File: config.mk
export PLATFORM = sky130hd
export DESIGN_NAME = uart_rx_fifo
export DESIGN_NICKNAME = d
export VERILOG_FILES = /design/src/rtl/uart_rx_fifo.sv
export SDC_FILE = /design/constraint.sdc
export NUM_CORES = 1
export LEC_CHECK = 0
export ABC_CLOCK_PERIOD_IN_PS = 8750
export CAP_MARGIN = 20
export CELL_PAD_IN_SITES_DETAIL_PLACEMENT = 1
export CELL_PAD_IN_SITES_GLOBAL_PLACEMENT = 2
export CORE_UTILIZATION = 40
export CTS_CLUSTER_SIZE = 12
export DETAILED_ROUTE_END_ITERATION = 10
export GPL_ROUTABILITY_DRIVEN = 0
export GPL_TIMING_DRIVEN = 1
export PLACE_DENSITY = 0.75
export SLEW_MARGIN = 40
export SYNTH_ARGS = -nofsm -noshare
export SYNTH_HDL_FRONTEND = slang
export SYNTH_SLANG_ARGS = --single-unit
File: constraint.sdc
create_clock -name clk -period 8.75 [get_ports clk]
set_input_delay 1.75 -clock clk [delete_from_list [all_inputs] [get_ports clk]]
set_output_delay 1.75 -clock clk [all_outputs]
set_load 0.005 [all_outputs]
File: src/rtl/uart_rx_fifo.sv
// UART receiver (5..8 data bits, none/odd/even parity, 1..2 stop bits) with
// 3-sample majority-vote bit detection feeding a circular character FIFO.
module uart_rx_fifo #(
    parameter int CLK_FRQ         = 0,
    parameter int BAUD_RATE       = 0,
    parameter int DATA_BITS       = 8,
    parameter int PARITY          = 0,
    parameter int STOP_BITS       = 1,
    parameter int FIFO_DEPTH_LOG2 = 4
) (
    input  logic                       clk,
    input  logic                       reset,
    input  logic                       rx_in,
    output logic [DATA_BITS-1:0]       rx_data,
    output logic                       rx_frame_err,
    output logic                       rx_parity_err,
    output logic                       rx_data_ready,
    input  logic                       rx_read,
    output logic [FIFO_DEPTH_LOG2:0]   rx_count,
    output logic                       rx_overrun,
    input  logic                       rx_clear_err
);
    // Default parameters give a zero baud rate; clamp so elaboration stays sane.
    localparam int BAUD_SAFE = (BAUD_RATE > 0) ? BAUD_RATE : 1;
    localparam int CYCLE_RAW = CLK_FRQ / BAUD_SAFE;
    localparam int CYCLE     = (CYCLE_RAW < 8) ? 8 : CYCLE_RAW;
    localparam int HALF      = CYCLE / 2;
    localparam int CW        = $clog2(CYCLE);
    localparam int AW        = FIFO_DEPTH_LOG2;
    localparam int DEPTH     = 1 << AW;
    localparam int EW        = DATA_BITS + 2;

    typedef enum logic [2:0] {
        S_IDLE,
        S_START,
        S_DATA,
        S_PARITY,
        S_STOP
    } state_t;

    logic                 r_sync1, r_sync2, r_sync_d;
    state_t               r_state, w_state_nxt;
    logic [CW-1:0]        r_cnt, w_cnt_nxt;
    logic [2:0]           r_bit_idx, w_bit_nxt;
    logic                 r_stop_idx, w_stop_nxt;
    logic [DATA_BITS-1:0] r_shift, w_shift_nxt;
    logic                 r_par_err, w_par_nxt;
    logic                 r_frm_err, w_frm_nxt;
    logic                 r_samp0, r_samp1;
    logic                 w_fall, w_mid, w_end, w_maj, w_par_exp, w_frm_fin, w_push;

    // Synchroniser and edge-history flops idle high so reset never looks like a start bit.
    always_ff @(posedge clk or posedge reset) begin
        if (reset) begin
            r_sync1  <= 1'b1;
            r_sync2  <= 1'b1;
            r_sync_d <= 1'b1;
        end else begin
            r_sync1  <= rx_in;
            r_sync2  <= r_sync1;
            r_sync_d <= r_sync2;
        end
    end

    assign w_fall    = r_sync_d & ~r_sync2;
    assign w_mid     = (r_cnt == CW'(HALF));
    assign w_end     = (r_cnt == CW'(CYCLE - 1));
    assign w_maj     = (r_samp0 & r_samp1) | (r_samp0 & r_sync2) | (r_samp1 & r_sync2);
    assign w_par_exp = (PARITY == 1) ? ~(^r_shift) : (^r_shift);
    assign w_frm_fin = r_frm_err | ~w_maj;

    always_ff @(posedge clk or posedge reset) begin
        if (reset) begin
            r_state    <= S_IDLE;
            r_cnt      <= '0;
            r_bit_idx  <= '0;
            r_stop_idx <= 1'b0;
            r_shift    <= '0;
            r_par_err  <= 1'b0;
            r_frm_err  <= 1'b0;
            r_samp0    <= 1'b1;
            r_samp1    <= 1'b1;
        end else begin
            r_state    <= w_state_nxt;
            r_cnt      <= w_cnt_nxt;
            r_bit_idx  <= w_bit_nxt;
            r_stop_idx <= w_stop_nxt;
            r_shift    <= w_shift_nxt;
            r_par_err  <= w_par_nxt;
            r_frm_err  <= w_frm_nxt;
            if (r_cnt == CW'(HALF - 2)) r_samp0 <= r_sync2;
            if (r_cnt == CW'(HALF - 1)) r_samp1 <= r_sync2;
        end
    end

    always_comb begin
        w_state_nxt = r_state;
        w_cnt_nxt   = w_end ? '0 : r_cnt + CW'(1);
        w_bit_nxt   = r_bit_idx;
        w_stop_nxt  = r_stop_idx;
        w_shift_nxt = r_shift;
        w_par_nxt   = r_par_err;
        w_frm_nxt   = r_frm_err;
        w_push      = 1'b0;
        case (r_state)
            S_IDLE: begin
                w_cnt_nxt = '0;
                if (w_fall) begin
                    w_state_nxt = S_START;
                    w_par_nxt   = 1'b0;
                    w_frm_nxt   = 1'b0;
                end
            end
            S_START: begin
                if (w_mid && w_maj) begin
                    w_state_nxt = S_IDLE;
                    w_cnt_nxt   = '0;
                end else if (w_end) begin
                    w_state_nxt = S_DATA;
                    w_bit_nxt   = '0;
                end
            end
            S_DATA: begin
                if (w_mid) w_shift_nxt = {w_maj, r_shift[DATA_BITS-1:1]};
                if (w_end) begin
                    if (r_bit_idx == 3'(DATA_BITS - 1)) begin
                        w_state_nxt = (PARITY != 0) ? S_PARITY : S_STOP;
                        w_stop_nxt  = 1'b0;
                    end else begin
                        w_bit_nxt = r_bit_idx + 3'd1;
                    end
                end
            end
            S_PARITY: begin
                if (w_mid) w_par_nxt = (w_maj != w_par_exp);
                if (w_end) begin
                    w_state_nxt = S_STOP;
                    w_stop_nxt  = 1'b0;
                end
            end
            S_STOP: begin
                // Leave half a bit early on the last stop bit to resync on the next start edge.
                if (w_mid) begin
                    w_frm_nxt = w_frm_fin;
                    if (r_stop_idx == 1'(STOP_BITS - 1)) begin
                        w_push      = 1'b1;
                        w_state_nxt = S_IDLE;
                        w_cnt_nxt   = '0;
                    end
                end else if (w_end) begin
                    w_stop_nxt = 1'b1;
                end
            end
            default: begin
                w_state_nxt = S_IDLE;
                w_cnt_nxt   = '0;
            end
        endcase
    end

    logic [EW-1:0] r_mem [DEPTH];
    logic [AW:0]   r_wptr, r_rptr, w_count;
    logic          w_empty, w_full, w_do_pop, w_do_push;
    logic [EW-1:0] w_head, w_wr_entry;
    logic          r_overrun;

    assign w_count    = r_wptr - r_rptr;
    assign w_empty    = (w_count == '0);
    assign w_full     = (w_count == (AW+1)'(DEPTH));
    assign w_do_pop   = rx_read & ~w_empty;
    // A same-cycle pop frees the slot, so a full FIFO still accepts the push.
    assign w_do_push  = w_push & (~w_full | w_do_pop);
    assign w_wr_entry = {w_frm_fin, r_par_err, r_shift};
    assign w_head     = r_mem[r_rptr[AW-1:0]];

    always_ff @(posedge clk) begin
        if (w_do_push) r_mem[r_wptr[AW-1:0]] <= w_wr_entry;
    end

    always_ff @(posedge clk or posedge reset) begin
        if (reset) begin
            r_wptr    <= '0;
            r_rptr    <= '0;
            r_overrun <= 1'b0;
        end else begin
            if (w_do_push) r_wptr <= r_wptr + (AW+1)'(1);
            if (w_do_pop)  r_rptr <= r_rptr + (AW+1)'(1);
            if (w_push && w_full && !w_do_pop) r_overrun <= 1'b1;
            else if (rx_clear_err)             r_overrun <= 1'b0;
        end
    end

    assign rx_data       = w_empty ? '0 : w_head[DATA_BITS-1:0];
    assign rx_parity_err = w_empty ? 1'b0 : w_head[DATA_BITS];
    assign rx_frame_err  = w_empty ? 1'b0 : w_head[DATA_BITS+1];
    assign rx_data_ready = ~w_empty;
    assign rx_count      = w_count;
    assign rx_overrun    = r_overrun;

endmodule

Word-level counts from Yosys, hierarchy flattened --
Memory sizes are Yosys's and may differ from the RTL's. Cells that the tools add are included.
Storage, ports and cells: register bits 36, RAM bits 160, input port bits 5, output and inout port bits 17, word-level logic and storage cells 118, memories 1
Memories:
- r_mem | words 16, width 10, read ports 1, clocked after Yosys merged registers in 0, wr ports 1, RTL line 161 | logic [EW-1:0] r_mem [DEPTH];
Operators by class: add/sub/neg operators 5, equal/unequal tests 24, mux-type cells 40, bitwise logic cells 14, reductions and logical operators 19
Operator list (number):
- 3-bit 2-to-1 mux | 16
- 2-bit != test, second input constant | 12
- 1-bit 2-to-1 mux | 17
- 3-bit one-hot mux with 5 select lines | 1
- 3-bit by 2-bit equality test with 1-bit output, second input constant | 4
- 3-bit equality test, second input constant | 4
- 5-bit by 1-bit adder with 5-bit output, second input constant | 2
- 3-bit one-hot mux with 3 select lines | 1
- 8-bit 2-to-1 mux | 1
- 2-bit nonzero test | 4
- 8-bit XOR reduction | 1
- 7-bit AND reduction | 1
- 3-bit by 1-bit adder with 3-bit output, second input constant | 2
- 1-bit bitwise AND | 6
- 3-bit one-hot mux with 2 select lines | 1
- 3-bit AND reduction | 2
- 6-bit AND reduction | 1
- 5-bit equality test, second input constant | 1
- 5-bit logical NOT | 1
- 5-bit AND reduction | 1
- 5-bit subtractor | 1
- 1-bit inverter | 4
- 1-bit OR | 4
- 1-bit one-hot mux with 2 select lines | 2
- 10 further kinds | 12

Depth between registers and ports, before layout --
depth after elaboration 8, gate-level depth with buffers 10, mapped depth without buffers 8

Worst setup path after synthesis --
No wires, ideal clock.
path type reg2out, start point reg r_rptr[2], end point out rx_data[0], arrival 2.340 ns, data required time 7.000 ns, setup slack 4.660 ns, cell stages (with the launch flop) 11, buffers on the path 3, cell sequence dfrtp_1 buf_2 inv_1 buf_2 ha_1 xnor2_2 nor2_1 mux2i_4 nor2_1 buf_2 a211oi_1
On the way: longest elaborated chain between the ends 3, elaborated cells on any way between the ends 4, classes of those cells 1 x add/sub; 1 x mux; 1 x reduce/logical; 1 x memory
Ends and longest elaborated chain:
- start, declared | RTL line 162 | logic [AW:0] r_wptr, r_rptr, w_count;
- start signal, assigned | RTL line 187 | if (w_do_pop) r_rptr <= r_rptr + (AW+1)'(1);
- 5-bit subtractor | RTL line 167 | assign w_count = r_wptr - r_rptr;
- net rx_count[2] | RTL line 19 | output logic [FIFO_DEPTH_LOG2:0] rx_count,
- 5-bit logical NOT | RTL line 168 | assign w_empty = (w_count == '0);
- 8-bit 2-to-1 mux | RTL line 193 | assign rx_data = w_empty ? '0 : w_head[DATA_BITS-1:0];
- end, declared | RTL line 14 | output logic [DATA_BITS-1:0] rx_data,
The timed path passes the listed nets, and every way through them passes these cells.

Final worst setup path --
start point reg r_rptr[2], end point out rx_frame_err
On the way: longest elaborated chain between the ends 3, elaborated cells on any way between the ends 4, classes of those cells 1 x add/sub; 1 x mux; 1 x reduce/logical; 1 x memory
Ends and longest elaborated chain:
- 5-bit subtractor | RTL line 167
- 5-bit logical NOT | RTL line 168
- 1-bit 2-to-1 mux * | RTL line 195 | assign rx_frame_err = w_empty ? 1'b0 : w_head[DATA_BITS+1];
- end, declared | RTL line 15 | output logic rx_frame_err,
Mark *: on every way between the ends. The rest lies on a longest branch, timed or not.

==> results.toml <==
[timing]
finalMaxSlewViolations = 0
finClkSkew_ns = 0.0109
finalHoldWorstSlack_ns = 0.361
final.setup.tns_ns = 0
period_needed_ns = 5.66
setup_viol = 0
fmax_mhz = 177
slew_headroom = 0.482
fin_crit_sh = 0.647
tightest_slew_ns = 0.778
hold_viol = 0
rsz0062_at_grt = "no"

[layout]
fin_nets = 511
n_fill_cell = 1911
fin_util = 0.463
area_growth_pct = 13.4
finalNonFillerCells = 772
antenna_cells = 0
drive_gt1_frac = 0.229

[synthesis]
syn-cell-area_mm2 = 0.00826
synth_cell_type_count = 53
synth_ff_type = "edfxtp_1"
syn-num-nets = 486
synth_area_leader_cell = "edfxtp_1"
syn_avg_cell_area_um2 = 17.8
synth-seq-cells = 196
synth_edf_count = 160
yosys-top-cells-area = "edfxtp_1, mux4_2, dfrtp_1"
yosysSeqAreaShare = 0.691
ys_warn_count = 0
async_flop_share = 0.184
netlist_instances = 464
netlist.area_leader.share = 0.581

[detailed_routing]
first_iter_violations = 278
ant_nets = 0
dr_wl_met2_um = 8490
wl_met1_um = 8060
firstDrtPassIters = 4
routedWlPerCell_um = 22.7
maxUsedRoutingLayer = "met4"
routed_via_density = 5.35
route.met3.wl_um = 725
route.detailed.drc = 0
totalWireLength_um = 17500
via_count = 4131

[grt]
grt_pass1_vias = 4559
gr-total-overflow = 0
grt_max_degree = 45
antenna_found_initial = 0
grt_usage = 0.176
grt_first_pass_wirelength_um = 27400

[floorplanning]
rows = 52
start_util = 0.408
die-width_um = 146
dieArea_mm2 = 0.0212
die_y_um = 146
top_level_ports = 22
core_area_mm2 = 0.0202

[power_and_ir_drop]
switching_share = 0.284
ir_drop_mv = 0.140
power_frac_seq = 0.425
combPwrFrac = 0.251
p_sw_mw = 0.714
power_density_mw_per_mm2 = 268
p_leak_nw = 3.42
p_int_mw = 1.80
clkPwrFrac = 0.324

[setup_path]
end_kind = "output port"
start_kind = "flip-flop"
required_ns = 7.00
r2r_slack_ns = 4.99
critical_path_class = "flip-flop to output port"
worstPathMaxFanout = 23
cp.arrival_ns = 3.91

[placed_design]
numPlacedInstances = 740
portBuffers = 21
dp_hpwl_um = 11400

[clock_tree]
cts_sinks = 196
post-cts-setup-buffer-count = 0
clock-root-buffer = "clkbuf_16"
cts_tree = "yes"
clk_pin_slew_ns = 0.07
post_cts_resized = 0
h-tree-depth = 4
cts_buffers = 17
clock_latency_ns = 0.43
cts-hold-fix-buffers = 0
cts.path.max_buffers = 2

[status]
status = "finished clean"

[run]
cap_violations = 0

[hold_path]
hp-class = "flip-flop to flip-flop"
-- area by class of cell --
| class | count | area [um^2] | area share |
|---|---|---|---|
| sequential | 196 | 5710 | 0.610 |
| multi-input combinational | 233 | 2400 | 0.257 |
| clock buffer | 17 | 425 | 0.0454 |
| tap | 270 | 338 | 0.0360 |
| timing repair buffer | 25 | 244 | 0.0260 |
| clock inverter | 15 | 188 | 0.0200 |
| inverter | 16 | 60.1 | 0.00641 |
-- per-stage QoR --
stage          instance area (um^2)  power (mW)  worst slack, ns
2_1_floorplan                  8260        1.49             4.66
3_3_place_gp                   8750        1.71             2.98
3_5_place_dp                   8760        1.73             3.33
4_1_cts                        9370        2.54             2.86
5_1_grt                        9370        2.62             2.80
6_report                       9370        2.51             3.09
-- cell usage in the layout (no fill, tap or decap), types with 14 or more instances in the layout --
cell type,netlist,layout
edfxtp_1,160,160
mux4_2,40,40
dfrtp_1,31,29
nand2_1,27,27
clkdlybuf4s50_1,0,21
and3_1,20,20
clkbuf_16,0,17
inv_1,16,16
ha_1,16,16
xnor2_1,14,14
-- cells in the mapped netlist (all sizes together), types with 3 or more instances --
cell type / count
inv: 16
dfrtp: 31
buf: 10
nor2b: 6
mux4: 40
nand3: 4
nor3: 3
mux2i: 11
o21ai: 9
a22o: 3
a211oi: 10
xor2: 4
mux2: 14
a21oi: 5
xnor2: 16
dfstp: 5
and3: 23
nand2: 27
nand2b: 3
nor2: 13
edfxtp: 160
ha: 16
clkbuf: 9
-- final timing paths --
| check | from | endpoint | cells past startpoint |
|---|---|---|---|
| setup / recovery | r_rptr[2]$_DFFE_PP0P_ | rx_frame_err | 8 |
| hold / removal | r_sync1$_DFF_PP1_ | r_sync2$_DFF_PP1_ | 0 |
| setup reg to reg | r_rptr[2]$_DFFE_PP0P_ | r_mem[2][5]$_DFFE_PP_ | 7 |
| hold reg to reg | r_sync1$_DFF_PP1_ | r_sync2$_DFF_PP1_ | 0 |
| max in group asynchronous | reset | r_rptr[2]$_DFFE_PP0P_ | 3 |
| min in group asynchronous | reset | rx_overrun$_DFFE_PP0P_ | 3 |
-- per-layer routing --
layer / vias up / GRT usage
met4: 0 / 0.0516
met1: 2187 / 0.246
met3: 13 / 0.0376
li1: 1864 / -
met2: 67 / 0.279
met5: - / 0
-- registers in the layout (all words and copies together), names as in the netlist --
name	flops
r_sync2	1
r_cnt	3
r_mem	160
rx_overrun	1
r_state	3
r_samp1	1
r_bit_idx	3
r_sync1	1
r_stop_idx	1
r_samp0	1
r_rptr	5
r_par_err	1
r_sync_d	1
r_frm_err	1
r_shift	8
r_wptr	5
-- logic make-up after synthesis --
group,Yosys count,synth area share
AND/OR/NAND/NOR,91,0.0592
multiplexers,65,0.144
buffers and inverters,35,0.0188
AO/OA/AOI/OAI,39,0.0342
adder cells (fa/ha/maj),18,0.0280
XOR/XNOR,20,0.0248
flip-flops,196,0.691
-- power by group through the flow --
stage	registers, mW	logic, mW	clock network, mW
finish	1.07	0.629	0.815
global route	1.07	0.687	0.859
CTS	1.07	0.644	0.828
detailed placement	1.09	0.641	0
global placement	1.09	0.627	0
floorplan	1.06	0.436	0
-- worst max-delay path: stages (launching register included) --
cell and delay [ns]:
dfrtp_2 0.74, inv_1 0.51, ha_1 0.54, nand3b_1 0.11, nand2_1 0.16, mux2i_4 0.42, nor2_2 0.20, a211oi_1 0.24
clkdlybuf4s50_1 0.56
(Power assumes the default switching activity.)
